<file path="src/rtl/quad_counter_if.sv">
// quad_counter_if: encoder pins, clear request and decoded position outputs.
// Build option QUAD_INDEX_EN adds the idx (encoder Z) input.
interface quad_counter_if #(
  parameter int WIDTH = 16
);
  logic                    a;
  logic                    b;
  logic                    clear;
`ifdef QUAD_INDEX_EN
  logic                    idx;
`endif
  logic                    step;
  logic                    dir;
  logic signed [WIDTH-1:0] count;
  logic                    err;

`ifdef QUAD_INDEX_EN
  modport master (output a, b, clear, idx, input step, dir, count, err);
  modport slave  (input a, b, clear, idx, output step, dir, count, err);
`else
  modport master (output a, b, clear, input step, dir, count, err);
  modport slave  (input a, b, clear, output step, dir, count, err);
`endif
endinterface

</file>
<file path="src/rtl/quad_counter.sv">
// quad_counter: quadrature encoder front end. Synchronises and glitch-filters
// A/B, decodes at x1/x2/x4 resolution, keeps a signed position count and a
// sticky illegal-transition flag.
// Build option QUAD_INDEX_EN: idx input zeroes the count on a rising edge
// while filtered A=B=1.
module quad_counter #(
  parameter int WIDTH      = 16,
  parameter int FILTER_LEN = 4,
  parameter int MODE       = 2,
  parameter int SATURATE   = 0
) (
  input logic           clk,
  input logic           rst,
  quad_counter_if.slave bus
);

  // Gray sequence position of {A,B}; counting up walks 00->10->11->01.
  typedef enum logic [1:0] {
    PH_00 = 2'd0,
    PH_10 = 2'd1,
    PH_11 = 2'd2,
    PH_01 = 2'd3
  } phase_e;

  localparam logic [8:0]       HOLD_CYCLES = 9'(FILTER_LEN + 3);
  localparam logic [WIDTH-1:0] CNT_MAX     = {1'b0, {(WIDTH-1){1'b1}}};
  localparam logic [WIDTH-1:0] CNT_MIN     = {1'b1, {(WIDTH-1){1'b0}}};
  localparam logic [WIDTH-1:0] CNT_ONE     = WIDTH'(1);

  // Bit 1 carries channel A, bit 0 channel B.
  logic [1:0]       sync1;
  logic [1:0]       sync2;
  logic [1:0]       filt;
  logic [1:0]       prev;
  logic [8:0]       hold_cnt;
  logic             holdoff;
  logic             step_q;
  logic             dir_q;
  logic             err_q;
  logic [WIDTH-1:0] count_q;
  phase_e           cur_ph;
  phase_e           prv_ph;
  logic             changed;
  logic             illegal;
  logic             up;
  logic             counted;
  logic [WIDTH-1:0] count_nxt;
  logic             index_hit;

  function automatic phase_e phase_of(input logic [1:0] ab);
    case (ab)
      2'b00:   phase_of = PH_00;
      2'b10:   phase_of = PH_10;
      2'b11:   phase_of = PH_11;
      default: phase_of = PH_01;
    endcase
  endfunction

  // Two-flop synchroniser for the asynchronous encoder pins.
  always_ff @(posedge clk) begin
    if (rst) begin
      sync1 <= '0;
      sync2 <= '0;
    end else begin
      sync1 <= {bus.a, bus.b};
      sync2 <= sync1;
    end
  end

  // Post-reset hold-off counter; decode is suppressed while it is non-zero.
  always_ff @(posedge clk) begin
    if (rst) begin
      hold_cnt <= HOLD_CYCLES;
    end else if (holdoff) begin
      hold_cnt <= hold_cnt - 9'd1;
    end
  end

  assign holdoff = (hold_cnt != '0);

  if (FILTER_LEN == 0) begin : g_bypass
    assign filt = sync2;
  end else begin : g_filter
    logic [7:0] fcnt [2];

    // Per-channel stability filter: a new level must persist FILTER_LEN samples.
    always_ff @(posedge clk) begin
      for (int unsigned i = 0; i < 2; i++) begin
        if (rst) begin
          fcnt[i] <= '0;
          filt[i] <= 1'b0;
        end else if (holdoff) begin
          fcnt[i] <= '0;
          filt[i] <= sync2[i];
        end else if (sync2[i] == filt[i]) begin
          fcnt[i] <= '0;
        end else if (fcnt[i] == 8'(FILTER_LEN - 1)) begin
          fcnt[i] <= '0;
          filt[i] <= sync2[i];
        end else begin
          fcnt[i] <= fcnt[i] + 8'd1;
        end
      end
    end
  end

`ifdef QUAD_INDEX_EN
  logic idx_s1;
  logic idx_s2;
  logic idx_d;

  // Index pin synchroniser plus one delay stage for rising-edge detection.
  always_ff @(posedge clk) begin
    if (rst) begin
      idx_s1 <= 1'b0;
      idx_s2 <= 1'b0;
      idx_d  <= 1'b0;
    end else begin
      idx_s1 <= bus.idx;
      idx_s2 <= idx_s1;
      idx_d  <= idx_s2;
    end
  end

  assign index_hit = !holdoff && idx_s2 && !idx_d && (filt == 2'b11);
`else
  assign index_hit = 1'b0;
`endif

  // Transition classification and next count value.
  always_comb begin
    cur_ph    = phase_of(filt);
    prv_ph    = phase_of(prev);
    changed   = (filt != prev);
    illegal   = &(filt ^ prev);
    up        = (cur_ph == phase_e'(prv_ph + 2'd1));
    counted   = 1'b0;
    count_nxt = count_q;
    case (MODE)
      0:       counted = changed && !illegal && !prev[0] && !filt[0];
      1:       counted = changed && !illegal && (prev[1] != filt[1]);
      default: counted = changed && !illegal;
    endcase
    if (up) begin
      if (SATURATE != 0 && count_q == CNT_MAX) count_nxt = count_q;
      else                                     count_nxt = count_q + CNT_ONE;
    end else begin
      if (SATURATE != 0 && count_q == CNT_MIN) count_nxt = count_q;
      else                                     count_nxt = count_q - CNT_ONE;
    end
  end

  // Registered decode outputs. clear and index only override the count;
  // step/dir still report the transition seen in the same cycle.
  always_ff @(posedge clk) begin
    if (rst) begin
      prev    <= '0;
      step_q  <= 1'b0;
      dir_q   <= 1'b0;
      err_q   <= 1'b0;
      count_q <= '0;
    end else begin
      step_q <= 1'b0;
      prev   <= holdoff ? sync2 : filt;
      if (!holdoff && counted) begin
        step_q <= 1'b1;
        dir_q  <= up;
      end
      if (bus.clear) begin
        count_q <= '0;
        err_q   <= 1'b0;
      end else if (!holdoff) begin
        if (illegal)        err_q   <= 1'b1;
        if (index_hit)      count_q <= '0;
        else if (counted)   count_q <= count_nxt;
      end
    end
  end

  assign bus.step  = step_q;
  assign bus.dir   = dir_q;
  assign bus.err   = err_q;
  assign bus.count = count_q;

endmodule

</file>
<file path="src/flat_wrapper.sv">
// flat-port wrapper written by rule: the top's interface ports become plain ports
module quad_counter_flat 
#(
  parameter int WIDTH      = 16,
  parameter int FILTER_LEN = 4,
  parameter int MODE       = 2,
  parameter int SATURATE   = 0
)
  (clk, rst, bus_a, bus_b, bus_clear, bus_step, bus_dir, bus_count, bus_err);
  quad_counter_if #(.WIDTH(WIDTH)) bus_i ();
  input logic clk;
  input logic rst;
  input wire logic [$bits(bus_i.a)-1:0] bus_a;
  input wire logic [$bits(bus_i.b)-1:0] bus_b;
  input wire logic [$bits(bus_i.clear)-1:0] bus_clear;
  output wire logic [$bits(bus_i.step)-1:0] bus_step;
  output wire logic [$bits(bus_i.dir)-1:0] bus_dir;
  output wire logic [$bits(bus_i.count)-1:0] bus_count;
  output wire logic [$bits(bus_i.err)-1:0] bus_err;
  assign bus_i.a = bus_a;
  assign bus_i.b = bus_b;
  assign bus_i.clear = bus_clear;
  assign bus_step = bus_i.step;
  assign bus_dir = bus_i.dir;
  assign bus_count = bus_i.count;
  assign bus_err = bus_i.err;
  quad_counter #(.WIDTH(WIDTH), .FILTER_LEN(FILTER_LEN), .MODE(MODE), .SATURATE(SATURATE)) u_core (.clk(clk), .rst(rst), .bus(bus_i));
endmodule
</file>
<file path="config.mk">
export PLATFORM = sky130hd
export DESIGN_NAME = quad_counter_flat
export DESIGN_NICKNAME = d
export VERILOG_FILES = /design/src/rtl/quad_counter_if.sv /design/src/rtl/quad_counter.sv /design/src/flat_wrapper.sv
export SDC_FILE = /design/constraint.sdc
export NUM_CORES = 1
export LEC_CHECK = 0
export CAP_MARGIN = 40
export CORE_MARGIN = 2
export CORE_UTILIZATION = 55
export DETAILED_ROUTE_END_ITERATION = 8
export PLACE_DENSITY = 0.78
export SLEW_MARGIN = 30
export SYNTH_ARGS = -nofsm -noshare
export SYNTH_HDL_FRONTEND = slang
export SYNTH_SLANG_ARGS = --single-unit
</file>
<file path="constraint.sdc">
create_clock -name clk -period 5 [get_ports clk]
set_input_delay 1 -clock clk [delete_from_list [all_inputs] [get_ports clk]]
set_output_delay 1 -clock clk [all_outputs]
set_load 0.05 [all_outputs]
</file>
==> results.md, run 1 <==
- Outcome: complete, no violations
- Register area share after synthesis: 39.3%
- # DRC: 0
- Clk sink count: 52
- RePlAce Congestion: 0.942
- Ranking of synthesized cells by area: dfxtp_1 24%, edfxtp_1 16%, ha_1 9.4%, xnor2_1 5.7%, a21oi_1 5.4%
- Share of Yosys cell area claimed by the top area cell type: 23.6%
- Flop pwr share: 56.4%
- Pre-antenna DRT Iters: 6
- Crit path kind: reg2reg
- Internal Power: 0.584 mW
- Area Overhead vs Synth: 13.5%
- Hold Path End: u_core.sync2[0]
- Die area: 0.00617 mm²
- Critical-path top delay cell: ha_1
- Post-synth cell types: 51
- Top-count cell post-synth: nand2_1
- Post-CTS Setup Bufs: 0
- Diode count: 0
- Busiest grt layer: met2
- Mapped Area: 0.00306 mm²
- H-tree levels: 2
- Drt initial violations: 190
- Via/cell ratio: 5.39
- Worst min-delay path class: reg2reg
- Power per Cell Area: 231 mW/mm²
- Final Hold Viols: 0
- Skew final: 0.00781 ns
- Die height: 78.6 µm
- R2R Path Start: u_core.filt[1]
- Final nets: 408
- Max Root-Sink Buffers: 2
- Vias in the first global route: 2261
- RSZ-0062 raised after global routing: no
- Avg Inst Size Synth: 8.89 µm²
- Tot GR Track Use: 20.1%
- Crit path launch: u_core.filt[1]
- Hold_buf cts: 0
- Ys async rst share: 0%
- Gate power share: 12.0%
- Met2 usage: 33.0%
- Dominant synthesized flop cell: dfxtp_1
- Die Span X: 78.6 µm
- Leakage: 1.34 nW
- FF+latch count, synth: 52
- Max incr delay on CP: 0.47 ns
- Hold_sp: u_core.sync1[0]
- Top Ports: 24
- Worst reg2reg path depth: 12
- Synthesized instance count: 344
- Synth cell count leaders: 40 x nand2_1, 36 x dfxtp_1, 33 x a21oi_1, 27 x nor2_1, 23 x ha_1
- M1 GR Usage: 26.9%
- Syn. warnings: 0
- CP delay by family, top: compound AO/OA/AOI/OAI gates
- Routed Antenna Nets: 0
- Crit-path cells: inv_1 > ha_1 > xnor2_1 > nor2_1 > inv_1 > ha_1 > a21oi_1 > o21ai_1 > a221o_1 > a21o_1 > and4_1 > a311o_1
- Crit path max fanout: 15
- Crit path required time: 5.20 ns
- Initial antenna violation count: 0
- Port Buffers: 23
- DR WL/cell: 12.7 µm
- Overall power: 0.802 mW
- P_sw: 0.218 mW
- Worst reg2reg setup slack: 1.43 ns
- CP startpoint kind: flip-flop
- WL final: 5.76 mm
- Worst-skew pair later-pin latency: 0.31 ns
- Setup TNS: 0 ns
- EDFF count, synth: 16
- Post-CTS sizing: 0
- Relative slew slack: 50.6%
- First-pass GRT wire length: 10.0 mm
- Core Rows: 27
- Fmax: 280 MHz
- Peak supply drop: 0.173 mV
- Max Transition Viols Final: 0
- Initial core utilization: 56.2%
- Setup Viol. Count Final: 0
- Hold Path Cell Cnt: 1
- CTS Root Cell: clkbuf_8
- Layout cell share with drive strength beyond 1: 7.37%
- Core area: 0.00544 mm²
- Vias: 2437
- Num CTS Buffers: 5
- Max_cap viols: 0
- CP Buf/Inv Count: 2
- Overflow after GRT: 0
- Fin crit share: 71.4%
- Critical Path AT: 3.77 ns
- Largest net degree at the start of global routing: 24
- Clock transition at path regs: 0.10 ns
- Switching portion of total power: 27.2%
- R2r endpoint: u_core.bus.count[14]
- Tmin final: 3.57 ns
- HPWL Detailed: 4.24 mm
- Number of fill cells: 489
- Routing usage on met3: 3.91%
- Worst setup EP type: flip-flop
- CTS tree: done
- Slew @ Worst Pin: 0.739 ns
- Area leader, netlist: dfxtp_1
- Clock power frac: 31.6%
## power groups by stage
stage               Sequential (mW)  Combinational, mW  Clock, mW
global placement              0.461             0.0930          0
finish                        0.452             0.0962      0.254
floorplan                     0.460             0.0775          0
global route                  0.454              0.110      0.282
detailed placement            0.462             0.0946          0
CTS                           0.452             0.0953      0.263
## cell type report
| class | instances | area [µm²] | share of cell area, % |
|---|---|---|---|
| Inverter | 11 | 41.3 | 1.19 |
| Sequential cell | 52 | 1200 | 34.6 |
| Multi-Input combinational cell | 285 | 1810 | 52.0 |
| Clock buffer | 5 | 68.8 | 1.98 |
| Timing Repair Buffer | 24 | 238 | 6.84 |
| Tap cell | 72 | 90.1 | 2.59 |
| Clock inverter | 3 | 27.5 | 0.793 |
## how the worst max path moves through the flow
stage / end / slack (ns) / cells after the start
2_1_floorplan: u_core.bus.count[14] / 1.84 / 12
3_3_place_gp: u_core.bus.count[14] / 1.62 / 12
3_5_place_dp: u_core.bus.count[14] / 1.49 / 12
4_1_cts: u_core.bus.count[14] / 1.47 / 11
5_1_grt: u_core.bus.count[13] / 1.18 / 13
6_report: u_core.bus.count[14] / 1.43 / 12
## placed cells by master, fill, tap and decap left out, types with 2 or more instances in the layout
master / n
a211oi_1: 2
and2_1: 3
nand2b_1: 5
nor4_1: 5
and3_1: 6
xnor2_1: 20
nand3b_1: 4
a21o_1: 3
or3_1: 2
nand2_1: 40
clkbuf_8: 5
dfxtp_1: 36
nor3_1: 5
nor2_2: 13
a21oi_1: 33
edfxtp_1: 16
inv_1: 11
ha_1: 23
o21a_1: 2
nor2_4: 2
xor2_1: 13
nand3_1: 17
o21ai_1: 2
nor3b_1: 2
o21ai_0: 16
clkdlybuf4s50_1: 23
nor2_1: 27
nor2b_1: 4
conb_1: 16
## per-layer routing
metal	vias up	share of wire (%)
met5	-	0
met4	0	1.4
met3	9	3.7
met2	53	46
met1	1125	49
li1	1250	-
## state kept, by name, indices dropped and copies added, names as in the netlist
register and count:
u_core.bus.count 16, u_core.g_filter.fcnt 16, u_core.hold_cnt 9, u_core.filt 2, u_core.prev 2, u_core.sync1 2, u_core.sync2 2, u_core.bus.dir 1
u_core.bus.err 1, u_core.bus.step 1
## metrics by stage
| stage | instances | util, % | setup slack (ns) | instance area, µm² | hold WS, ns |
|---|---|---|---|---|---|
| 2_1_floorplan | 359 | - | 1.84 | 3120 | 0.414 |
| 3_3_place_gp | 444 | 62.1 | 1.62 | 3380 | 0.422 |
| 3_5_place_dp | 444 | 62.1 | 1.49 | 3380 | 0.435 |
| 4_1_cts | 452 | 63.9 | 1.47 | 3470 | 0.460 |
| 5_1_grt | 452 | 63.9 | 1.18 | 3470 | 0.480 |
| 6_report | 452 | 63.9 | 1.43 | 3470 | 0.456 |
## logic make-up (layout without fill, tap and decap cells)
| kind of cell | after synthesis | count (layout) | share of synthesized area, % |
|---|---|---|---|
| AOI/OAI and AO/OA | 67 | 67 | 12.8 |
| muxes | 1 | 1 | 0.327 |
| buffers and inverters | 22 | 43 | 3.52 |
| other | 1 | 16 | 0.123 |
| and+or+nand+nor | 144 | 144 | 24.5 |
| DFF | 52 | 52 | 39.3 |
| xor gates and xnor gates | 33 | 33 | 9.45 |
| adders and majority gates | 24 | 24 | 10.1 |
Power figures use the tool's default switching activity.
==> run 2: changes to the inputs <==
==> constraint.sdc (replaced) <==
create_clock -name clk -period 3.6 [get_ports clk]
set_input_delay 0.72 -clock clk [delete_from_list [all_inputs] [get_ports clk]]
set_output_delay 0.72 -clock clk [all_outputs]
set_load 0.05 [all_outputs]
==> run 2 against run 1 <==
  * Clock power rose by 33%
  * Die area did not move
  * Sequential power rose by 39%
  * Hold slack improved by 0.0039 ns
  * Sequential share of layout area fell by 0.099 points
  * Largest power group unchanged
  * Critical endpoint unchanged
==> results.md, run 2 (synthesis gave the netlist of run 1 again) <==
- DR WL/cell: 12.7 µm (about the same)
- CP startpoint kind: flip-flop (unchanged)
- Tmin final: 3.29 ns (was 3.57 ns)
- Via/cell ratio: 5.37 (was 5.39)
- Initial antenna violation count: 0 (unchanged)
- Setup Viol. Count Final: 0 (unchanged)
- Max_cap viols: 0 (unchanged)
- Crit path required time: 3.80 ns (was 5.20 ns)
- Area Overhead vs Synth: 13.9% (was 13.5%)
- H-tree levels: 2 (unchanged)
- CTS Root Cell: clkbuf_8 (unchanged)
- Setup TNS: 0 ns (unchanged)
- Core Rows: 27 (unchanged)
- Clk sink count: 52 (unchanged)
- Pre-antenna DRT Iters: 4 (was 6)
- Layout Utilization: 64.0% (was 63.9%)
- Fin crit share: 91.4% (was 71.4%)
- Max Transition Viols Final: 0 (unchanged)
- Skew final: 0.0122 ns (was 0.00781 ns)
- Fmax: 304 MHz (was 280 MHz)
- DP Area: 0.00339 mm² (was 0.00338 mm²)
- CTS tree: done (unchanged)
- # DRC: 0 (unchanged)
- RePlAce Congestion: 0.956 (was 0.942)
- Layout cell share with drive strength beyond 1: 8.12% (was 7.37%)
- Number of fill cells: 460 (was 489)
- Clock transition at path regs: 0.10 ns (about the same)
- Core area: 0.00544 mm² (unchanged)
- Overflow after GRT: 0 (unchanged)
- HPWL Detailed: 4.26 mm (was 4.24 mm)
- Power per Cell Area: 317 mW/mm² (was 231 mW/mm²)
- Relative slew slack: 52.3% (was 50.6%)
- Outcome: complete, no violations (unchanged)
- Hold_buf cts: 0 (unchanged)
- First-pass GRT wire length: 10.2 mm (was 10.0 mm)
- Crit path max fanout: 15 (unchanged)
- PnR worst setup slack: 0.309 ns (was 1.43 ns)
- RSZ-0062 raised after global routing: no (unchanged)
- Die Span X: 78.6 µm (unchanged)
- Design Area, Final: 0.00348 mm² (was 0.00347 mm²)
- Dpl ws: 0.233 ns (was 1.49 ns)
- Fin cells: 454 (was 452)
- Die area: 0.00617 mm² (unchanged)
- Critical Path AT: 3.49 ns (was 3.77 ns)
- Final nets: 410 (was 408)
- Diode count: 0 (unchanged)
- Initial core utilization: 56.2% (unchanged)
- Vias: 2438 (was 2437)
- Port Buffers: 23 (unchanged)
- Crit path launch: u_core.filt[1] (unchanged)
- Tot GR Track Use: 20.4% (was 20.1%)
- Worst setup EP type: flip-flop (unchanged)
- Routed Antenna Nets: 0 (unchanged)
- Slew @ Worst Pin: 0.716 ns (was 0.739 ns)
- Leakage: 1.35 nW (was 1.34 nW)
- R2R Path Start: u_core.filt[1] (unchanged)
- Top Ports: 24 (unchanged)
- Post-CTS Setup Bufs: 0 (unchanged)
- Largest net degree at the start of global routing: 19 (was 24)
- Worst-skew pair later-pin latency: 0.31 ns (about the same)
- Worst min-delay path class: reg2reg (unchanged)
- Max Root-Sink Buffers: 2 (unchanged)
- Crit path kind: reg2reg (unchanged)
- Drt initial violations: 78 (was 190)
- Vias in the first global route: 2308 (was 2261)
- Die height: 78.6 µm (unchanged)
- Hold_sp: u_core.sync1[0] (unchanged)
- Post-CTS sizing: 0 (unchanged)
- Peak supply drop: 0.224 mV (was 0.173 mV)
- Final Hold Viols: 0 (unchanged)
- Placed instance count: 446 (was 444)
- Commonest non-fill, non-tap cell in the layout: nand2_1 (unchanged)
- WL final: 5.78 mm (was 5.76 mm)
- Num CTS Buffers: 5 (unchanged)
- Most frequent cells in the layout: 40 x nand2_1, 36 x dfxtp_1, 33 x a21oi_1 (unchanged)
run 2: worst paths after layout:
| kind | end | slack [ns] | depth (start not counted) |
|---|---|---|---|
| worst max-delay path | u_core.bus.count[14] | 0.31 | 13 |
| worst min-delay path | u_core.sync2[0] | 0.46 | 1 |
| worst max register to register | u_core.bus.count[14] | 0.31 | 13 |
| worst min register to register | u_core.sync2[0] | 0.46 | 1 |
run 2: cell type report:
cell class	count	area (µm²)	share of cell area (%)
Sequential cell	52	1200	34.5
Clock inverter	3	21.3	0.611
Inverter	11	41.3	1.19
Tap cell	72	90.1	2.59
Timing Repair Buffer	26	253	7.26
Clock buffer	5	68.8	1.98
Multi-Input combinational cell	285	1810	51.9
run 2: report_power, final:
| part | switching [mW] | internal (mW) |
|---|---|---|
| Combinational | 0.0836 | 0.0548 |
| Sequential | 0.0125 | 0.616 |
| Clock | 0.201 | 0.138 |
| Total | 0.297 | 0.809 |
run 2: metal layers:
layer  part of all wire, %  up-vias  track usage (%)
met1                    50     1132             27.6
li1                      -     1256                -
met3                   3.3        9             3.10
met2                    45       41             33.2
met4                   1.8        0             7.19
met5                     0        -                0
run 2: critical path, cell delays in order, from the launching register on:
cell     delay (ns)
dfxtp_1        0.43
inv_1          0.09
ha_1           0.19
nor2_1         0.16
xor2_1         0.17
nor2_1         0.08
inv_2          0.23
ha_1           0.36
a21oi_1        0.29
o21ai_1        0.13
a221o_1        0.36
a21o_1         0.17
and4_1         0.20
a311o_1        0.31
run 2: metrics by stage:
step / total power, mW / hold slack [ns]
after floorplan: 0.747 / 0.414
after global placement: 0.773 / 0.423
after detailed placement: 0.777 / 0.429
after CTS: 1.12 / 0.454
after global routing: 1.16 / 0.470
final: 1.11 / 0.460
